$ cat src/rtl/remap_pixel_fetch.sv
// Source-coordinate remap fetch: (x,y) -> frame-buffer read -> credit-gated FIFO -> AXI-Stream video.
// Accept to tvalid is RD_LAT+2 cycles. addr_rdy is withheld by credit, so reads never stall and the FIFO never overflows.
module remap_pixel_fetch #(
  parameter int          SRC_W      = 1920,
  parameter int          SRC_H      = 1080,
  parameter int          OUT_W      = 1080,
  parameter int          OUT_H      = 960,
  parameter int          RD_LAT     = 2,
  parameter int          FIFO_DEPTH = 8,
  parameter logic [15:0] FILL       = 16'h0000,
  parameter int          ADDR_W     = $clog2(SRC_W*SRC_H)
) (
  input  logic              clk,
  input  logic              reset,
  input  logic              addr_vld,
  output logic              addr_rdy,
  input  logic [11:0]       xIn,
  input  logic [11:0]       yIn,
  output logic              mem_rd_en,
  output logic [ADDR_W-1:0] mem_addr,
  input  logic [15:0]       mem_rd_data,
  output logic [15:0]       AXIS_Out_tdata,
  output logic              AXIS_Out_tvalid,
  input  logic              AXIS_Out_tready,
  output logic              AXIS_Out_tuser,
  output logic              AXIS_Out_tlast
);

  localparam int PW   = $clog2(FIFO_DEPTH);
  localparam int CW   = PW + 1;
  localparam int COLW = (OUT_W > 1) ? $clog2(OUT_W) : 1;
  localparam int ROWW = (OUT_H > 1) ? $clog2(OUT_H) : 1;

  localparam logic [12:0]       LP_SRC_W    = 13'(SRC_W);
  localparam logic [12:0]       LP_SRC_H    = 13'(SRC_H);
  localparam logic [ADDR_W-1:0] LP_PITCH    = ADDR_W'(SRC_W);
  localparam logic [CW-1:0]     LP_DEPTH    = CW'(FIFO_DEPTH);
  localparam logic [COLW-1:0]   LP_COL_LAST = COLW'(OUT_W - 1);
  localparam logic [ROWW-1:0]   LP_ROW_LAST = ROWW'(OUT_H - 1);

  logic              w_acc;
  logic              w_oob;
  logic              w_push;
  logic              w_pop;
  logic [15:0]       w_push_dat;
  logic [ADDR_W-1:0] w_lin_addr;

  logic [CW-1:0]     r_used;
  logic [CW-1:0]     r_count;
  logic              r_s1_vld;
  logic              r_s1_oob;
  logic [ADDR_W-1:0] r_addr;
  logic [RD_LAT-1:0] r_pipe_vld;
  logic [RD_LAT-1:0] r_pipe_oob;
  logic [PW-1:0]     r_wr_ptr;
  logic [PW-1:0]     r_rd_ptr;
  logic [15:0]       r_fifo [FIFO_DEPTH];
  logic [COLW-1:0]   r_col;
  logic [ROWW-1:0]   r_row;

  // r_used counts every pixel between accept and output transfer (pipe + FIFO).
  assign addr_rdy   = !reset && (r_used < LP_DEPTH);
  assign w_acc      = addr_vld && addr_rdy;
  assign w_oob      = ({1'b0, xIn} >= LP_SRC_W) || ({1'b0, yIn} >= LP_SRC_H);
  assign w_lin_addr = ADDR_W'(yIn) * LP_PITCH + ADDR_W'(xIn);

  assign mem_rd_en  = r_s1_vld && !r_s1_oob;
  assign mem_addr   = r_addr;

  assign w_push     = r_pipe_vld[RD_LAT-1];
  assign w_push_dat = r_pipe_oob[RD_LAT-1] ? FILL : mem_rd_data;
  assign w_pop      = AXIS_Out_tvalid && AXIS_Out_tready;

  assign AXIS_Out_tvalid = (r_count != '0);
  assign AXIS_Out_tdata  = AXIS_Out_tvalid ? r_fifo[r_rd_ptr] : 16'h0000;
  assign AXIS_Out_tuser  = AXIS_Out_tvalid && (r_col == '0) && (r_row == '0);
  assign AXIS_Out_tlast  = AXIS_Out_tvalid && (r_col == LP_COL_LAST);

  always_ff @(posedge clk or posedge reset) begin
    if (reset) begin
      r_used <= '0;
    end else begin
      case ({w_acc, w_pop})
        2'b10:   r_used <= r_used + CW'(1);
        2'b01:   r_used <= r_used - CW'(1);
        default: r_used <= r_used;
      endcase
    end
  end

  // Out-of-range pixels ride the pipe with their oob flag but leave mem_addr untouched.
  always_ff @(posedge clk or posedge reset) begin
    if (reset) begin
      r_s1_vld <= 1'b0;
      r_s1_oob <= 1'b0;
      r_addr   <= '0;
    end else begin
      r_s1_vld <= w_acc;
      r_s1_oob <= w_oob;
      if (w_acc && !w_oob) begin
        r_addr <= w_lin_addr;
      end
    end
  end

  always_ff @(posedge clk or posedge reset) begin
    if (reset) begin
      r_pipe_vld <= '0;
      r_pipe_oob <= '0;
    end else begin
      for (int i = RD_LAT - 1; i > 0; i--) begin
        r_pipe_vld[i] <= r_pipe_vld[i-1];
        r_pipe_oob[i] <= r_pipe_oob[i-1];
      end
      r_pipe_vld[0] <= r_s1_vld;
      r_pipe_oob[0] <= r_s1_oob;
    end
  end

  always_ff @(posedge clk) begin
    if (w_push) begin
      r_fifo[r_wr_ptr] <= w_push_dat;
    end
  end

  always_ff @(posedge clk or posedge reset) begin
    if (reset) begin
      r_wr_ptr <= '0;
      r_rd_ptr <= '0;
      r_count  <= '0;
    end else begin
      if (w_push) begin
        r_wr_ptr <= r_wr_ptr + PW'(1);
      end
      if (w_pop) begin
        r_rd_ptr <= r_rd_ptr + PW'(1);
      end
      case ({w_push, w_pop})
        2'b10:   r_count <= r_count + CW'(1);
        2'b01:   r_count <= r_count - CW'(1);
        default: r_count <= r_count;
      endcase
    end
  end

  // Raster position of the pixel currently presented on the output.
  always_ff @(posedge clk or posedge reset) begin
    if (reset) begin
      r_col <= '0;
      r_row <= '0;
    end else if (w_pop) begin
      if (r_col == LP_COL_LAST) begin
        r_col <= '0;
        r_row <= (r_row == LP_ROW_LAST) ? '0 : r_row + ROWW'(1);
      end else begin
        r_col <= r_col + COLW'(1);
      end
    end
  end

endmodule

$ cat config.mk
export PLATFORM = sky130hd
export DESIGN_NAME = remap_pixel_fetch
export DESIGN_NICKNAME = d
export VERILOG_FILES = /design/src/rtl/remap_pixel_fetch.sv
export SDC_FILE = /design/constraint.sdc
export NUM_CORES = 1
export LEC_CHECK = 0
export ABC_AREA = 0
export ABC_CLOCK_PERIOD_IN_PS = 3000
export BUFFER_PORTS_ARGS = -buffer_cell sky130_fd_sc_hd__buf_2
export CAP_MARGIN = 30
export CORE_UTILIZATION = 30
export DETAILED_ROUTE_END_ITERATION = 8
export GPL_ROUTABILITY_DRIVEN = 0
export PLACE_DENSITY = 0.43
export SLEW_MARGIN = 0
export SYNTH_ARGS = -nofsm -noshare
export SYNTH_HDL_FRONTEND = slang
export SYNTH_SLANG_ARGS = --single-unit
$ cat constraint.sdc
create_clock -name clk -period 3 [get_ports clk]
set_clock_uncertainty 0.05 [all_clocks]
set_input_delay 0.6 -clock clk [delete_from_list [all_inputs] [get_ports clk]]
set_output_delay 0.6 -clock clk [all_outputs]
set_load 0.03 [all_outputs]
==> flow_summary.yaml <==
setup_path:
  regToRegStartpoint: "r_count[0]"
  cp_data_required_time_ns: 3.30
  reg2reg_depth: 11
  crit_path_end_kind: "flop"
  path_max_fanout: 4
  crit_chain: "buf_8, fa_1, inv_2, fa_2, inv_2, ha_4, a21o_1, and4_4, or4_1, and3_4, nor3b_4, a311o_1, o211ai_1"
  critical_path.top_delay_family: "adder cells"
  cp-startpoint: "yIn[1]"
  cp_num_buf_inv: 3
  cp.arrival_ns: 3.81
  cpMostUsedCell: "inv_2"
  cp_slowest_cell: "fa_2"
  criticalPathCategory: "input port to flop"
  r2r_slack_ns: 0.42
  rr_endpoint: "r_count[3]"
  cp-start-kind: "input port"
  max_stage_delay_ns: 0.60
flow_run:
  max-cap-violations: 0
die:
  die_y_um: 179
  io_pins: 86
  initial_core_util_pct: 30.6
  row_count: 64
  core-area_um2: 30700
  die_w_um: 179
  die-area_um2: 32100
sta:
  slew_headroom_pct: 41.7
  setup_violations: 10
  slew_violations: 0
  fin_crit_ns: 3.52
  max_freq_mhz: 284
  tightest_slew_ns: 0.875
  period_share_pct: 117
  rsz0062_at_grt: "yes"
  setup_tns_ns: -3.45
  hold_viol: 0
  fin_ws_ns: -0.516
global_route:
  grt_pass1_wl_mm: 33.5
  grt_max_degree: 33
  antenna_found_initial: 0
  grtUsageTotal_pct: 13.8
  grt_pass1_vias: 6440
  grt_overflow: 0
yosys:
  avgSynthCellArea_um2: 13.9
  synth_top_area_share_pct: 40.8
  synth_seq_cells: 190
  yosys.area.top_type: "edfxtp_1"
  synth_top_family_by_area: "multiplexers"
  ys.flop_type: "edfxtp_1"
  synth_area_leaders: "edfxtp_1 41%, dfrtp_1 16%, mux4_2 7.7%"
  synthCells: 678
  synth_xor_xnor_area_share_pct: 3.63
  synth_compound_area_share_pct: 4.70
  synth_seq_area_share_pct: 57.3
  synth_warnings: 0
  muxShareOfSynthArea_pct: 11.2
  yosysUniqueCellTypes: 55
  synth_edf_count: 128
  synth_adder_area_share_pct: 10.3
  synth_simple_gate_area_share_pct: 9.70
  ys_async_sr_fraction_pct: 32.6
  synth.net_count: 785
  syn_area_um2: 9420
placed_design:
  dp_hpwl_mm: 14.2
  io_buffers: 85
  dpl.cell_count: 1213
layout:
  final_cell_mix: "128 x edfxtp_1, 102 x buf_4, 80 x buf_2, 61 x dfrtp_1, 54 x nor2_1"
  fillers: 2964
  drive_gt1_share_pct: 38.1
  area_growth_syn_to_layout_pct: 28.6
  layout_commonest_cell: "edfxtp_1"
  fin_nets: 973
  antenna_cells: 0
  final_cells: 1275
drt:
  drc: 14
  drt-total-wl_mm: 21.0
  vias_per_cell: 4.64
  first_pass_iters: 6
  first_iter_violations: 305
  ant_nets: 0
  wl_per_cell_um: 16.5
  vias: 5912
cts:
  htree_levels: 4
  cts_tree: "yes"
  cts_hold_buffers: 0
  cts.sinks: 190
  clkLatencyLatePin_ns: 0.43
  ctsLongestPathBuffers: 2
  cts-buffers-inserted: 17
  cts.clk_slew.worst_paths_ns: 0.08
  cts_root_buf: "clkbuf_16"
status:
  status: "complete, but fails checks"
  violations: "DRC, setup timing"
power_and_ir_drop:
  vdd_ir_drop_max_v: 0.000471
  cellPowerDensity_nw_per_um2: 888
  leakagePower_nw: 4.95
min_path:
  hold_class: "input port to async pin"
-- metrics by stage --
step | utilization (%) | setup slack [ns] | hold WS, ns | power, mW | instance area, um^2
final | 39.4 | -0.516 | 0.179 | 10.8 | 12100
after global routing | 39.4 | -0.589 | 0.219 | 11.4 | 12100
after CTS | 38.3 | -0.485 | 0.198 | 10.5 | 11800
after detailed placement | 35.6 | -1.05 | 0.285 | 7.97 | 10900
after global placement | 35.6 | -0.986 | 0.281 | 7.86 | 10900
after floorplan | - | -0.809 | 0.281 | 6.54 | 9490
-- worst max-delay path by stage --
stage / depth (start not counted) / to
2_1_floorplan: 14 / mem_addr[20]
3_5_place_dp: 14 / mem_addr[18]
4_1_cts: 13 / mem_addr[20]
5_1_grt: 13 / mem_addr[18]
6_report: 13 / mem_addr[20]
3_3_place_gp: 14 / mem_addr[18]
-- power by group --
group / switching [mW] / internal (mW)
Clock: 1.17 / 1.16
Sequential: 0.322 / 3.20
Combinational: 2.68 / 2.23
-- synthesized netlist by cell type, types with 16 or more instances --
| cell | instances |
|---|---|
| mux2i_1 | 19 |
| inv_1 | 54 |
| a21oi_1 | 18 |
| xor2_1 | 17 |
| nor2_1 | 55 |
| edfxtp_1 | 128 |
| clkbuf_1 | 16 |
| nor2b_1 | 21 |
| mux4_2 | 32 |
| nand2_1 | 36 |
| dfrtp_1 | 62 |
| xnor2_1 | 22 |
| ha_1 | 39 |
| fa_1 | 24 |
-- layout make-up --
type / count / area, um^2 / area share [%]
timing repair buffer: 192 / 1310 / 10.8
tap: 396 / 495 / 4.09
inverter: 54 / 214 / 1.77
sequential: 190 / 5400 / 44.6
multi-input combinational: 411 / 4060 / 33.5
clock buffer: 17 / 425 / 3.51
clock inverter: 15 / 204 / 1.68
-- metal layers --
| metal | up-vias | GRT usage, % | share of wire [%] |
|---|---|---|---|
| li1 | 2821 | - | - |
| met5 | - | 0 | 0 |
| met1 | 2986 | 17.7 | 46 |
| met4 | 0 | 3.61 | 0.80 |
| met3 | 13 | 2.61 | 3.5 |
| met2 | 92 | 23.9 | 50 |
-- logic make-up (layout without fill, tap and decap cells) --
kind of cell / after synthesis / count (layout)
DFF: 190 / 190
and+or+nand+nor: 176 / 176
buffers and inverters: 77 / 278
AOI/OAI and AO/OA: 69 / 69
muxes: 64 / 64
adders and majority gates: 63 / 63
xor gates and xnor gates: 39 / 39
-- worst reg2reg max path, delay by kind of cell, from the launching register on --
family / cells / cell delay (ns)
buf+inv: 2 / 0.24
flops: 1 / 0.45
xor+xnor: 2 / 0.30
fa+ha+maj: 2 / 0.53
simple gates: 3 / 0.52
compound gates: 2 / 0.36
-- repair_timing --
action                     CTS  global route
resized for setup           30            40
pin swaps                   22            30
buffers inserted            12            19
setup endpoints to repair   11            21
-- state kept, by name (all words and copies together) (netlist names) --
register	count
mem_addr	21
r_row	10
r_s1_vld	1
r_used	4
r_rd_ptr	3
r_col	11
r_pipe_vld	2
r_wr_ptr	3
r_s1_oob	1
r_fifo	128
r_pipe_oob	2
r_count	4
(Power assumes the default switching activity.)
